--- src/rtl/fifo_reader_pkg.sv ---
// -----------------------------------------------------------------------------
// fifo_pkg -- shared definitions for the FIFO reader slice.
//   DATA_WIDTH_DEFAULT : default data word width
//   COUNT_WIDTH        : width of the optional downstream transfer counter
//   occ_t              : occupancy of the 2-entry output buffer
// -----------------------------------------------------------------------------
package fifo_pkg;

    localparam int unsigned DATA_WIDTH_DEFAULT = 8;
    localparam int unsigned COUNT_WIDTH        = 16;

    typedef enum logic [1:0] {
        OCC_EMPTY = 2'd0,
        OCC_ONE   = 2'd1,
        OCC_TWO   = 2'd2
    } occ_t;

endpackage

--- src/rtl/fifo_reader_skid.sv ---
// -----------------------------------------------------------------------------
// fifo_reader_skid -- 2-entry output buffer for fifo_reader.
// Ports:
//   clk, reset_n   : clock, asynchronous active-low reset
//   flush          : synchronous discard of both entries (wins over push/pop)
//   push/push_data : write a word behind the current contents
//   pop            : head word consumed downstream (only meaningful when valid)
//   occupancy      : current entry count
//   out_valid      : buffer not empty
//   out_data       : oldest entry
// -----------------------------------------------------------------------------
module fifo_reader_skid
    import fifo_pkg::*;
#(
    parameter int unsigned data_width = DATA_WIDTH_DEFAULT
) (
    input  logic                  clk,
    input  logic                  reset_n,
    input  logic                  flush,
    input  logic                  push,
    input  logic [data_width-1:0] push_data,
    input  logic                  pop,
    output occ_t                  occupancy,
    output logic                  out_valid,
    output logic [data_width-1:0] out_data
);

    occ_t                  r_occ;
    occ_t                  w_occ_next;
    logic [data_width-1:0] r_head;
    logic [data_width-1:0] r_tail;
    logic                  w_pop;

    assign w_pop = pop && (r_occ != OCC_EMPTY);

    // State register
    always_ff @(posedge clk or negedge reset_n) begin
        if (!reset_n) begin
            r_occ <= OCC_EMPTY;
        end else begin
            r_occ <= w_occ_next;
        end
    end

    // Next-state logic
    always_comb begin
        w_occ_next = r_occ;
        if (flush) begin
            w_occ_next = OCC_EMPTY;
        end else if (push && !w_pop) begin
            case (r_occ)
                OCC_EMPTY: w_occ_next = OCC_ONE;
                default:   w_occ_next = OCC_TWO;
            endcase
        end else if (!push && w_pop) begin
            case (r_occ)
                OCC_TWO: w_occ_next = OCC_ONE;
                default: w_occ_next = OCC_EMPTY;
            endcase
        end
    end

    // Entry storage: head is always the oldest word
    always_ff @(posedge clk or negedge reset_n) begin
        if (!reset_n) begin
            r_head <= '0;
            r_tail <= '0;
        end else if (!flush) begin
            if (push && w_pop) begin
                // Simultaneous capture and transfer: new word queues behind the survivor
                if (r_occ == OCC_TWO) begin
                    r_head <= r_tail;
                    r_tail <= push_data;
                end else begin
                    r_head <= push_data;
                end
            end else if (push) begin
                if (r_occ == OCC_EMPTY) begin
                    r_head <= push_data;
                end else if (r_occ == OCC_ONE) begin
                    r_tail <= push_data;
                end
            end else if (w_pop) begin
                r_head <= r_tail;
            end
        end
    end

    // Outputs
    always_comb begin
        occupancy = r_occ;
        out_valid = (r_occ != OCC_EMPTY);
        out_data  = r_head;
    end

endmodule

--- src/rtl/fifo_reader.sv ---
// -----------------------------------------------------------------------------
// fifo_reader -- pops a synchronous-read FIFO (data one cycle after the pop)
// and presents the words on a valid/ready interface through a 2-entry buffer.
// Ports:
//   clk, reset_n      : clock, asynchronous active-low reset
//   fifo_read_enable  : pop request to the FIFO
//   fifo_read_data    : FIFO word, valid the cycle after an accepted pop
//   fifo_read_empty   : FIFO empty
//   out_valid/out_data/out_ready : downstream handshake
//   flush             : synchronous discard of buffered and in-flight data
//   pop_count         : downstream transfer count (only with FIFO_READER_COUNT_EN)
// Build option: define FIFO_READER_COUNT_EN to add the pop_count output.
// -----------------------------------------------------------------------------
module fifo_reader
    import fifo_pkg::*;
#(
    parameter int unsigned data_width = DATA_WIDTH_DEFAULT
) (
    input  logic                   clk,
    input  logic                   reset_n,
    output logic                   fifo_read_enable,
    input  logic [data_width-1:0]  fifo_read_data,
    input  logic                   fifo_read_empty,
    output logic                   out_valid,
    output logic [data_width-1:0]  out_data,
`ifdef FIFO_READER_COUNT_EN
    output logic [COUNT_WIDTH-1:0] pop_count,
`endif
    input  logic                   out_ready,
    input  logic                   flush
);

    occ_t       w_occ;
    logic       w_out_valid;
    logic       w_pop_out;
    logic       w_pop_accept;
    logic       w_capture;
    logic [2:0] w_level;
    logic       r_inflight;

    assign w_pop_out = w_out_valid && out_ready;

    // Slots committed after this edge; a transfer this cycle frees one
    assign w_level = 3'(w_occ) + 3'(r_inflight) - 3'(w_pop_out);

    // reset_n gates the request so no pop is issued while reset is held
    assign fifo_read_enable = reset_n && !fifo_read_empty && !flush && (w_level < 3'd2);
    assign w_pop_accept     = fifo_read_enable && !fifo_read_empty;
    assign w_capture        = r_inflight && !flush;

    always_ff @(posedge clk or negedge reset_n) begin
        if (!reset_n) begin
            r_inflight <= 1'b0;
        end else if (flush) begin
            r_inflight <= 1'b0;
        end else begin
            r_inflight <= w_pop_accept;
        end
    end

    fifo_reader_skid #(
        .data_width (data_width)
    ) u_skid (
        .clk       (clk),
        .reset_n   (reset_n),
        .flush     (flush),
        .push      (w_capture),
        .push_data (fifo_read_data),
        .pop       (w_pop_out),
        .occupancy (w_occ),
        .out_valid (w_out_valid),
        .out_data  (out_data)
    );

    assign out_valid = w_out_valid;

`ifdef FIFO_READER_COUNT_EN
    logic [COUNT_WIDTH-1:0] r_pop_count;

    // Counts every downstream handshake; flush does not touch it
    always_ff @(posedge clk or negedge reset_n) begin
        if (!reset_n) begin
            r_pop_count <= '0;
        end else if (w_pop_out) begin
            r_pop_count <= r_pop_count + COUNT_WIDTH'(1);
        end
    end

    assign pop_count = r_pop_count;
`endif

endmodule

--- config.mk ---
export PLATFORM = sky130hd
export DESIGN_NAME = fifo_reader
export DESIGN_NICKNAME = d
export VERILOG_FILES = /design/src/rtl/fifo_reader_pkg.sv /design/src/rtl/fifo_reader_skid.sv /design/src/rtl/fifo_reader.sv
export SDC_FILE = /design/constraint.sdc
export NUM_CORES = 1
export LEC_CHECK = 0
export BUFFER_PORTS_ARGS = -buffer_cell sky130_fd_sc_hd__buf_4
export CAP_MARGIN = 10
export CORE_AREA = 2 2 57 59
export DETAILED_ROUTE_END_ITERATION = 6
export DIE_AREA = 0 0 59 61
export SLEW_MARGIN = 20
export SYNTH_ARGS = -nofsm -noshare
export SYNTH_HDL_FRONTEND = slang
export SYNTH_SLANG_ARGS = --single-unit
--- constraint.sdc ---
create_clock -name clk -period 4.18 [get_ports clk]
set_input_delay 0.627 -clock clk [delete_from_list [all_inputs] [get_ports clk]]
set_output_delay 0.627 -clock clk [all_outputs]
set_load 0.02 [all_outputs]
# == Word level (Yosys, flattened, before mapping) ==
# Cells that the tools add are included.
# word_totals
reg_bits,19
latchBits,0
ram_bits,0
mem_bits_ro,0
elab_cells,51
memories,0
# classes
addsub,2
n_mul,0
n_div,0
n_lt_le_gt_ge,1
eq_ne,5
shift,0
n_mux,16
bitwise,1
reduce_logical,22
# ops
operator,n
$mux W8,10
$logic_and A1 B1 Y1,10
$mux W2,4
$reduce_bool A2 Y1,3
$reduce_bool A3 Y1,2
$reduce_and A5 Y1,1
$logic_not A1 Y1,4
$add A2 B1 Y3,1
$lt A3 B2 Y1 const B,1
$ne A3 B3 Y1 const B,1
$reduce_and A3 Y1,1
$sub A3 B1 Y3,1
$eq A2 B1 Y1 const B,1
$eq A2 B2 Y1 const B,1
$logic_not A2 Y1,1
$mux W1,2
$ne A2 B1 Y1 const B,1
$ne A2 B2 Y1 const B,1
$not A1 Y1,1

# == Longest topological paths before layout ==
# depth
ltp_word,7
depth_mapped,8
mapped_depth_nobuf,7

# == By module ==
# A second synthesis with hierarchy kept.
# unflattened
cells_unflattened,90
hier_area_um2,1002.2
# modules_own_cells
mod,n_inst,cells_each,area_each_um2,seq_area_each_um2
fifo_reader_skid,1,79,899.6,450.4
fifo_reader,1,11,102.6,25.0

# == Worst setup path after synthesis ==
# No wires, ideal clock.
# synth_timing
path_kind,reg2out
from,reg u_skid.r_occ[1] (netlist: u_skid.occupancy[1])
to,out fifo_read_enable
arrival_ps,2491
setup_slack_ps,1062
path_stages_with_launch,9
n_path_buf,1
cell_sequence,dfrtp_1 > buf_4 > o21ai_4 > inv_1 > ha_1 > nand2b_1 > fa_1 > nand2_1 > nor4_1
# synth_via
elab_chain_cells,5
word_cells_on_any_way,6
cone_classes,2 x add/sub; 1 x order compare; 3 x reduce/logical
# synth_rtl
item,line_no,rtl
start: declaration,fifo_reader_skid.sv:28,occ_t r_occ;
start signal: assignment,fifo_reader_skid.sv:41,r_occ <= w_occ_next;
"parallel branches: the longest is 2 deep, another holds $add A2 B1 Y3",n/a,
$sub A3 B1 Y3 (*),fifo_reader.sv:44,assign w_level = 3'(w_occ) + 3'(r_inflight) - 3'(w_pop_out);
$lt A3 B2 Y1 (*),fifo_reader.sv:47,assign fifo_read_enable = reset_n && !fifo_read_empty && !flush && (w_level < 3'd2);
$logic_and A1 B1 Y1 (*),fifo_reader.sv:47,
end: declaration,fifo_reader.sv:21,"output logic fifo_read_enable,"
# Every way passes the cells marked *.

# == Worst setup path in the final report ==
# Ends and elaborated chain as after synthesis.

==> flow_summary.json <==
{
  "design_area_um2": 1310,
  "viasPerCell": 5.54,
  "drtIter0Drc": 23,
  "ys_top_cells_by_area": "dfrtp_1 43%, mux2_2 9.2%, mux2i_1 7.3%",
  "wire_per_inst_um": 15.1,
  "path_cells": "o21ai_4 -> inv_1 -> ha_1 -> nand2b_1 -> fa_1 -> nand2_1 -> nor4_1 -> buf_4",
  "final.min_clock_period_ns": 3.32,
  "tns_ns": 0,
  "synth_area_leader_cell": "dfrtp_1",
  "crit_buf_inv": 2,
  "yosysTopAreaCellShare_pct": 43.1,
  "ys_warn_count": 0,
  "critPathMaxFanout": 10,
  "die_area_um2": 3600,
  "clk_pin_slew_ns": 0.11,
  "synth_edf_count": 0,
  "critPathArrivalTime_ns": 2.70,
  "layout-drive-gt1-share_pct": 33.1,
  "yosys-top-cells-count": "19 x dfrtp_1, 11 x o21ai_0, 9 x mux2_2",
  "nFillCells": 296,
  "critPathRequiredTime_ns": 3.55,
  "fmax_ghz": 0.301,
  "fin_crit_sh_pct": 79.5,
  "slew_headroom_pct": 63.0,
  "status": "completed",
  "clkLatencyLatePin_ns": 0.29,
  "worst_pin_slew_ns": 0.555,
  "syn_avg_cell_area_um2": 10.9,
  "routed_wl_mm": 2.32,
  "num_rows": 20,
  "rsz0062_at_grt": "no",
  "htree_levels": 1,
  "grtUsageTotal_pct": 13.9,
  "fin_skew_ns": 0.00205,
  "slew_violations": 0,
  "synthFlopType": "dfrtp_1",
  "hold_slack_ns": 0.195,
  "cts_buffers": 3,
  "hold_path_class": "input port to asynchronous set/reset pin",
  "cts-root-buf": "clkbuf_4",
  "ir_drop_mv": 0.181,
  "antenna_found_initial": 0,
  "nNetsFinal": 137,
  "cp_slowest_cell": "dfrtp_1",
  "drtPass1Iterations": 4,
  "grt_max_degree": 21,
  "cp-start-kind": "flop",
  "initial_core_util_pct": 37.3,
  "synth.most_common_cell": "dfrtp_1",
  "io_pins": 23,
  "power_density_nw_per_um2": 348,
  "synth_cell_types": 31,
  "cts_resized": 0,
  "path_class": "flop to output pin",
  "syn_inst": 101,
  "dpl.hpwl_mm": 1.65,
  "n_antenna_cell": 0,
  "mappedNetlistArea_um2": 1100,
  "critPathTopFamily": "adder cells",
  "cts.sinks": 19,
  "post_cts_buffers": 0,
  "total_leakage_power_nw": 0.623,
  "postCtsHoldBufs": 0,
  "place.gp.congestion": 0.811,
  "die_h_um": 61,
  "vias": 853,
  "maxCapViolations": 0,
  "core-area_um2": 2950,
  "max_stage_delay_ns": 0.53,
  "setup_violations": 0,
  "portBuffers": 22,
  "cts_tree": "yes",
  "die_x_um": 59,
  "place_area_um2": 1280,
  "grt_first_pass_wirelength_mm": 3.64,
  "grt_pass1_vias": 792,
  "hold_violations": 0,
  "dp_cells": 150,
  "post-route-util_pct": 44.2,
  "cts.path.max_buffers": 2,
  "remaining_drc_errors": 0,
  "synth_nets": 116,
  "end_kind": "output pin",
  "synth-seq-cells": 19,
  "async_flop_share_pct": 100,
  "syn2layout_area_growth_pct": 18.5,
  "seq_area_frac_synth_pct": 43.1,
  "ant_nets": 0,
  "overflow": 0,
  "final_cells": 154
}
[kinds of logic after synthesis]
family / share of synthesized area [%]
mux: 16.5
flops: 43.1
xor+xnor: 0.795
compound gates: 19.9
fa+ha+maj: 2.95
simple gates: 13.5
buf+inv: 3.29
[registers in the layout, indices dropped and copies added, names as in the netlist]
| name | cells |
|---|---|
| u_skid.out_data | 8 |
| u_skid.occupancy | 2 |
| r_inflight | 1 |
| u_skid.r_tail | 8 |
[power by group]
part           switching [mW]  internal (mW)  leakage, nW
combinational          0.0652         0.0662        0.365
clock                  0.0546         0.0371       0.0150
sequential             0.0189          0.212        0.244
total                   0.139          0.315        0.623
[layout by cell type, fill, tap and decap left out, types with 3 or more instances in the layout]
| cell type | count |
|---|---|
| mux2i_1 | 8 |
| mux2_2 | 9 |
| nand2_1 | 4 |
| o21ai_0 | 11 |
| o32a_1 | 7 |
| nand2b_1 | 3 |
| clkbuf_4 | 3 |
| dfrtp_1 | 19 |
| o21ai_1 | 4 |
| nor2b_1 | 7 |
| buf_4 | 22 |
[final cells by class]
cell class / instances / area [µm²] / share of cell area, %
repair buffers: 22 / 165 / 12.6
well taps: 33 / 41.3 / 3.16
clock buffers: 4 / 26.3 / 2.01
inverters: 2 / 7.51 / 0.575
multi-input cells: 74 / 591 / 45.2
flip-flops and latches: 19 / 475 / 36.4
[layer usage]
layer	track usage, %	vias up	share of wire [%]
met5	0	-	0
li1	-	416	-
met4	5.84	0	0.39
met1	18.0	415	47
met2	23.3	20	48
met3	1.92	2	4.7
[worst paths after layout]
check	end	cells past startpoint	start	slack (ns)
worst max-delay path	fifo_read_enable	8	u_skid.occupancy[1]	0.86
worst min-delay path	u_skid.occupancy[0]	1	reset_n	0.20
worst max register to register	r_inflight	7	u_skid.occupancy[1]	1.88
worst min register to register	u_skid.out_data[7]	1	u_skid.out_data[7]	0.52
max in group asynchronous	u_skid.out_data[1]	1	reset_n	3.78
min in group clk	r_inflight	2	fifo_read_empty	0.49
[per-stage QoR]
| step | power, mW | setup WS [ns] |
|---|---|---|
| floorplan | 0.305 | 1.06 |
| finish | 0.454 | 0.857 |
| global placement | 0.365 | 1.18 |
| CTS | 0.460 | 0.838 |
| detailed placement | 0.368 | 1.13 |
| global route | 0.485 | 0.669 |
No activity file was read; power rests on OpenSTA's default activity.
